--- config.mk ---
export PLATFORM = sky130hd
export DESIGN_NAME = argmax_result_responder_flat
export DESIGN_NICKNAME = d
export VERILOG_FILES = /design/src/rtl/argmax_result_responder_pkg.sv /design/src/rtl/argmax_result_responder_if.sv /design/src/rtl/argmax_cmp_stage.sv /design/src/rtl/argmax_result_responder.sv /design/src/flat_wrapper.sv
export SDC_FILE = /design/constraint.sdc
export NUM_CORES = 1
export LEC_CHECK = 0
export ABC_AREA = 1
export BUFFER_PORTS_ARGS = -buffer_cell sky130_fd_sc_hd__clkbuf_2
export CORE_UTILIZATION = 57
export DETAILED_ROUTE_END_ITERATION = 8
export PLACE_DENSITY = 0.77
export SLEW_MARGIN = 20
export SYNTH_ARGS = -nofsm -noshare
export SYNTH_HDL_FRONTEND = slang
export SYNTH_SLANG_ARGS = --single-unit
--- constraint.sdc ---
create_clock -name clk -period 2.45 [get_ports clk]
set_input_delay 0.735 -clock clk [delete_from_list [all_inputs] [get_ports clk]]
set_output_delay 0.735 -clock clk [all_outputs]
set_load 0.03 [all_outputs]
--- src/rtl/argmax_result_responder_pkg.sv ---
`default_nettype none
// ============================================================================
// Module      : argmax_result_responder_pkg
// Description : Shared defaults and FSM state encoding for the argmax responder.
// Revision    : 1.0 - initial release
// ============================================================================
package argmax_result_responder_pkg;

    localparam int c_NUM_CLASSES = 10;
    localparam int c_ACC_W       = 32;
    localparam int c_IDX_W       = 4;
    localparam int c_TIMEOUT     = 2000;

    localparam logic [1:0] c_IDLE   = 2'd0;
    localparam logic [1:0] c_SCAN   = 2'd1;
    localparam logic [1:0] c_FINISH = 2'd2;
    localparam logic [1:0] c_ABORT  = 2'd3;

endpackage : argmax_result_responder_pkg
`default_nettype wire

--- src/rtl/argmax_result_responder_if.sv ---
`default_nettype none
// ============================================================================
// Module      : argmax_result_responder_if
// Description : Start/done handshake plus accumulator beat stream and results.
// Revision    : 1.0 - initial release
// ============================================================================
interface argmax_result_responder_if #(
    parameter int ACC_W = argmax_result_responder_pkg::c_ACC_W,
    parameter int IDX_W = argmax_result_responder_pkg::c_IDX_W
) ();

    logic             start;
    logic             acc_valid;
    logic [ACC_W-1:0] acc_data;
    logic             acc_ready;
    logic             busy;
    logic [IDX_W-1:0] digit;
    logic [ACC_W-1:0] max_val;
    logic             done;
    logic             err;

    // Host / accumulator side
    modport master (
        output start, acc_valid, acc_data,
        input  acc_ready, busy, digit, max_val, done, err
    );

    // Responder side
    modport slave (
        input  start, acc_valid, acc_data,
        output acc_ready, busy, digit, max_val, done, err
    );

endinterface : argmax_result_responder_if
`default_nettype wire

--- src/rtl/argmax_cmp_stage.sv ---
`default_nettype none
// ============================================================================
// Module      : argmax_cmp_stage
// Description : Registered running-max element; signed strict-greater, ties keep lower index.
// Revision    : 1.0 - initial release
// ============================================================================
module argmax_cmp_stage #(
    parameter int ACC_W = argmax_result_responder_pkg::c_ACC_W,
    parameter int IDX_W = argmax_result_responder_pkg::c_IDX_W
) (
    input  wire logic             clk,
    input  wire logic             rst,
    input  wire logic             i_clear,
    input  wire logic             i_en,
    input  wire logic [ACC_W-1:0] i_value,
    input  wire logic [IDX_W-1:0] i_index,
    output logic      [ACC_W-1:0] o_best_val,
    output logic      [IDX_W-1:0] o_best_idx
);

    logic [ACC_W-1:0] r_best_val;
    logic [IDX_W-1:0] r_best_idx;
    logic             w_take;

    // i_clear makes the first beat of a scan load unconditionally
    assign w_take = i_en && (i_clear || ($signed(i_value) > $signed(r_best_val)));

    always_ff @(posedge clk) begin
        if (rst) begin
            r_best_val <= '0;
            r_best_idx <= '0;
        end else if (w_take) begin
            r_best_val <= i_value;
            r_best_idx <= i_index;
        end
    end

    assign o_best_val = r_best_val;
    assign o_best_idx = r_best_idx;

endmodule : argmax_cmp_stage
`default_nettype wire

--- src/rtl/argmax_result_responder.sv ---
`default_nettype none
// ============================================================================
// Module      : argmax_result_responder
// Description : Scans NUM_CLASSES accumulator beats after start, reports argmax with done/err.
// Revision    : 1.0 - initial release
// ============================================================================
module argmax_result_responder
    import argmax_result_responder_pkg::*;
#(
    parameter int NUM_CLASSES = c_NUM_CLASSES,
    parameter int ACC_W       = c_ACC_W,
    parameter int IDX_W       = c_IDX_W,
    parameter int TIMEOUT     = c_TIMEOUT
) (
    input wire logic clk,
    input wire logic rst,
    argmax_result_responder_if.slave io_bus
);

    localparam int               c_TMR_W    = $clog2(TIMEOUT + 1);
    localparam logic [IDX_W-1:0] c_LAST_IDX = IDX_W'(NUM_CLASSES - 1);
    localparam logic [c_TMR_W-1:0] c_TMR_LAST = c_TMR_W'(TIMEOUT - 1);

    logic [1:0]         r_state;
    logic [IDX_W-1:0]   r_idx;
    logic [c_TMR_W-1:0] r_timer;
    logic [IDX_W-1:0]   r_digit;
    logic [ACC_W-1:0]   r_max_val;

    logic               w_scan;
    logic               w_accept;
    logic [ACC_W-1:0]   w_best_val;
    logic [IDX_W-1:0]   w_best_idx;

    assign w_scan   = (r_state == c_SCAN);
    assign w_accept = w_scan && io_bus.acc_valid;

    argmax_cmp_stage #(
        .ACC_W (ACC_W),
        .IDX_W (IDX_W)
    ) u_cmp (
        .clk        (clk),
        .rst        (rst),
        .i_clear    (r_idx == '0),
        .i_en       (w_accept),
        .i_value    (io_bus.acc_data),
        .i_index    (r_idx),
        .o_best_val (w_best_val),
        .o_best_idx (w_best_idx)
    );

    always_ff @(posedge clk) begin
        if (rst) begin
            r_state   <= c_IDLE;
            r_idx     <= '0;
            r_timer   <= '0;
            r_digit   <= '0;
            r_max_val <= '0;
        end else begin
            case (r_state)
                c_IDLE: begin
                    if (io_bus.start) begin
                        r_state <= c_SCAN;
                        r_idx   <= '0;
                        r_timer <= '0;
                    end
                end
                c_SCAN: begin
                    if (w_accept) begin
                        r_idx   <= r_idx + IDX_W'(1);
                        r_timer <= '0;
                        if (r_idx == c_LAST_IDX) begin
                            r_state <= c_FINISH;
                        end
                    end else begin
                        r_timer <= r_timer + c_TMR_W'(1);
                        if (r_timer == c_TMR_LAST) begin
                            r_state <= c_ABORT;
                        end
                    end
                end
                c_FINISH: begin
                    r_digit   <= w_best_idx;
                    r_max_val <= w_best_val;
                    r_state   <= c_IDLE;
                end
                default: begin
                    r_state <= c_IDLE;
                end
            endcase
        end
    end

    // In FINISH the running-max registers already hold the final result, so the
    // outputs show it in the same cycle done is high and latch it on the way out.
    assign io_bus.digit     = (r_state == c_FINISH) ? w_best_idx : r_digit;
    assign io_bus.max_val   = (r_state == c_FINISH) ? w_best_val : r_max_val;
    assign io_bus.done      = (r_state == c_FINISH);
    assign io_bus.err       = (r_state == c_ABORT);
    assign io_bus.busy      = w_scan;
    assign io_bus.acc_ready = w_scan;

endmodule : argmax_result_responder
`default_nettype wire
--- src/flat_wrapper.sv ---
// flat-port wrapper written by rule: the top's interface ports become plain ports
module argmax_result_responder_flat import argmax_result_responder_pkg::*;
#(
    parameter int NUM_CLASSES = c_NUM_CLASSES,
    parameter int ACC_W       = c_ACC_W,
    parameter int IDX_W       = c_IDX_W,
    parameter int TIMEOUT     = c_TIMEOUT
)
  (clk, rst, io_bus_start, io_bus_acc_valid, io_bus_acc_data, io_bus_acc_ready, io_bus_busy, io_bus_digit, io_bus_max_val, io_bus_done, io_bus_err);
  argmax_result_responder_if #(.ACC_W(ACC_W), .IDX_W(IDX_W)) io_bus_i ();
  input wire logic clk;
  input wire logic rst;
  input wire logic [$bits(io_bus_i.start)-1:0] io_bus_start;
  input wire logic [$bits(io_bus_i.acc_valid)-1:0] io_bus_acc_valid;
  input wire logic [$bits(io_bus_i.acc_data)-1:0] io_bus_acc_data;
  output wire logic [$bits(io_bus_i.acc_ready)-1:0] io_bus_acc_ready;
  output wire logic [$bits(io_bus_i.busy)-1:0] io_bus_busy;
  output wire logic [$bits(io_bus_i.digit)-1:0] io_bus_digit;
  output wire logic [$bits(io_bus_i.max_val)-1:0] io_bus_max_val;
  output wire logic [$bits(io_bus_i.done)-1:0] io_bus_done;
  output wire logic [$bits(io_bus_i.err)-1:0] io_bus_err;
  assign io_bus_i.start = io_bus_start;
  assign io_bus_i.acc_valid = io_bus_acc_valid;
  assign io_bus_i.acc_data = io_bus_acc_data;
  assign io_bus_acc_ready = io_bus_i.acc_ready;
  assign io_bus_busy = io_bus_i.busy;
  assign io_bus_digit = io_bus_i.digit;
  assign io_bus_max_val = io_bus_i.max_val;
  assign io_bus_done = io_bus_i.done;
  assign io_bus_err = io_bus_i.err;
  argmax_result_responder #(.NUM_CLASSES(NUM_CLASSES), .ACC_W(ACC_W), .IDX_W(IDX_W), .TIMEOUT(TIMEOUT)) u_core (.clk(clk), .rst(rst), .io_bus(io_bus_i));
endmodule
==> metrics <==
run status completed; Post-synth EDFFs 0; Synth Area per Inst 6.92 µm²; Logic pwr share 0.257; Tcrit/Tclk final 0.999; Chip Height 94.1 µm; sequential share of the synthesized area 0.369; # DRC 0; Root Driver clkbuf_8; WP data arrival 1.71 ns; Initial Util 0.588; pwr/cell area 653 nW/µm²; Worst Skew 0.00693 ns; ant diodes 0; CP most frequent cell inv_1; unrepaired setup endpoints after global routing true; CTS Buf Count 9; drt wl/cell 11.8 µm; Ports 76; actual slew at the worst max-slew pin 0.561 ns; first-pass GRT wire length 17,100 µm; synthesized area 4830 µm²; Crit. End Element primary output; Final Hold Viols 0; Rows 33; Final Setup Violations 0; CP Launch Type flop; Worst VDD drop 0.000321 V; clock share of power 0.301; Crit Path Max Fanout 36; hold crit path type flop to flop; Hold Worst Slack 0.475 ns; Net Sw Power 0.00114 W; synth top area cells dfxtp_1 (37%), inv_1 (10%), ha_1 (9.3%); DIE AREA 8850 µm²; Post-Place Worst Slack -0.174 ns; drt via density 4.96; Num Clock Sinks 89; core area 8220 µm²; number of detailed-route iterations in the first pass 4; Die Width 94.1 µm; Sw Ratio 0.314; Placer Congestion 0.834; Fillers 745; number of synthesized register bits 89; Synth top area share 0.369; gr usage total 0.243; FFs w/ async S/R, synth 0; Synth top cells by count inv_1 (135), nor2_1 (98), nand2_1 (97), dfxtp_1 (89), a21oi_1 (59); most frequent cell after synthesis inv_1; Hold-fix buffers, CTS 0; Tot Pwr 0.00363 W; Netlist cell types 28; critical path class flop to primary output; post-DP HPWL 7290 µm; share of layout cells above drive strength 1 0.199; final antenna-violating net count 0; crit path time final 2.45 ns; NumNets Final 840; Fmax 409 MHz; crit-path cells inv_1 > nor2_4 > inv_1 > buf_6 > o21ai_0 > inv_1 > clkbuf_2; CTS max path bufs 2; vias in the first global route 3,861; max cap viols 0; largest area contributor in the netlist dfxtp_1; PortBufs 75; Synth warnings 0; max incr delay on CP 0.34 ns; DRT Wirelength 10,400 µm; Int Power 0.00249 W; CP Data Required Time 1.71 ns; First DRT Iteration DRCs 198; largest net degree at the start of global routing 74; Final WS setup 0.00244 ns; Rel. slew slack 0.626; leak pwr 3.07 nW; Layout area overhead 14.9%; Clk Latency, worst-skew pair 0.35 ns; sequential power share 0.442; Post-Syn Instances 699; Critical-path top delay cell dfxtp_1; DR vias 4,352; Slew Limit Fails 0; Syn Nets 771; initial antenna violation count 0; H-tree Lvls 3; remaining global-route overflow 0; CTS tree done; Top FF cell, synth dfxtp_1; CTS clk-pin slew, worst paths 0.08 ns
kinds of logic after synthesis:
group | Yosys count | share of synthesized area
compound gates | 107 | 0.113
fa+ha+maj | 36 | 0.0932
buf+inv | 169 | 0.146
flops | 89 | 0.369
simple gates | 298 | 0.280
power groups by stage:
stage          Combinational (W)  Sequential [W]  Clock [W]
6_report                0.000933         0.00160    0.00109
5_1_grt                  0.00105         0.00161    0.00117
4_1_cts                 0.000935         0.00160    0.00111
3_5_place_dp            0.000927         0.00163          0
3_3_place_gp            0.000895         0.00163          0
2_1_floorplan           0.000698         0.00162          0
metrics by stage:
stage	TNS (ns)	utilization	instances	instance area (µm²)
floorplan	0	-	699	4830
global placement	-2.79	0.649	862	5330
detailed placement	-4.73	0.649	862	5330
CTS	0	0.675	877	5550
global route	-0.493	0.676	877	5550
finish	0	0.676	877	5550
state kept, by name (all words and copies together), names as in the netlist:
name and cells:
u_core.r_digit 4, u_core.u_cmp.o_best_idx 4, u_core.r_timer 11, u_core.r_max_val 32, u_core.r_state 2, u_core.r_idx 4, u_core.u_cmp.o_best_val 32
worst paths after layout:
path | startpoint | slack (ns) | depth (start not counted) | endpoint
worst max-delay path | u_core.r_state[1] | 0.002 | 7 | io_bus_max_val[21]
worst min-delay path | u_core.r_timer[10] | 0.47 | 2 | u_core.r_timer[10]
worst max register to register | u_core.u_cmp.o_best_val[31] | 0.25 | 15 | u_core.u_cmp.o_best_val[30]
worst min register to register | u_core.r_timer[10] | 0.47 | 2 | u_core.r_timer[10]
per-layer routing:
| metal | share of wire | global-route usage | vias to the layer above |
|---|---|---|---|
| met1 | 0.47 | 0.309 | 1971 |
| met2 | 0.48 | 0.418 | 71 |
| li1 | - | - | 2303 |
| met4 | 0.0086 | 0.0872 | 0 |
| met5 | 0 | 0 | - |
| met3 | 0.033 | 0.0332 | 7 |
cell type report:
class / count / area, µm² / area share
clock inverter: 3 / 65.1 / 0.0117
sequential: 89 / 1780 / 0.321
tap: 105 / 131 / 0.0237
timing repair buffer: 88 / 539 / 0.0971
multi-input combinational: 441 / 2370 / 0.426
clock buffer: 12 / 145 / 0.0261
inverter: 139 / 522 / 0.0940
worst max-delay path, delay by kind of cell (launching register included):
kind                   cells  cell delay (ns)
buffers and inverters      5             0.59
DFF                        1             0.34
AOI/OAI and AO/OA          1             0.25
and+or+nand+nor            1             0.16
timing repair:
item | in CTS | in global routing
gates resized for setup | 4 | 18
setup buffers | 0 | 0
setup endpoints to repair | 36 | 30
cell usage in the layout (no fill, tap or decap):
| master | instances |
|---|---|
| clkbuf_1 | 2 |
| dfxtp_2 | 1 |
| bufinv_16 | 2 |
| nand2_4 | 1 |
| a21oi_2 | 1 |
| clkinv_2 | 1 |
| inv_2 | 4 |
| nand3b_1 | 1 |
| nand4_1 | 5 |
| o41ai_1 | 1 |
| nand2_2 | 1 |
| inv_1 | 135 |
| nand3_2 | 2 |
| dfxtp_1 | 88 |
| a21o_1 | 2 |
| nand3_1 | 45 |
| nor2_4 | 4 |
| clkbuf_2 | 75 |
| nor2_2 | 1 |
| nor2_1 | 96 |
| and3_1 | 1 |
| a21oi_1 | 58 |
| o21ai_0 | 16 |
| o21ai_1 | 28 |
| buf_4 | 7 |
| buf_12 | 5 |
| nor3_1 | 6 |
| o21bai_1 | 1 |
| buf_6 | 1 |
| nor4_4 | 1 |
| clkbuf_8 | 10 |
| nand2_1 | 97 |
| or2_2 | 37 |
| ha_1 | 36 |
No activity file was read; power rests on OpenSTA's default activity.
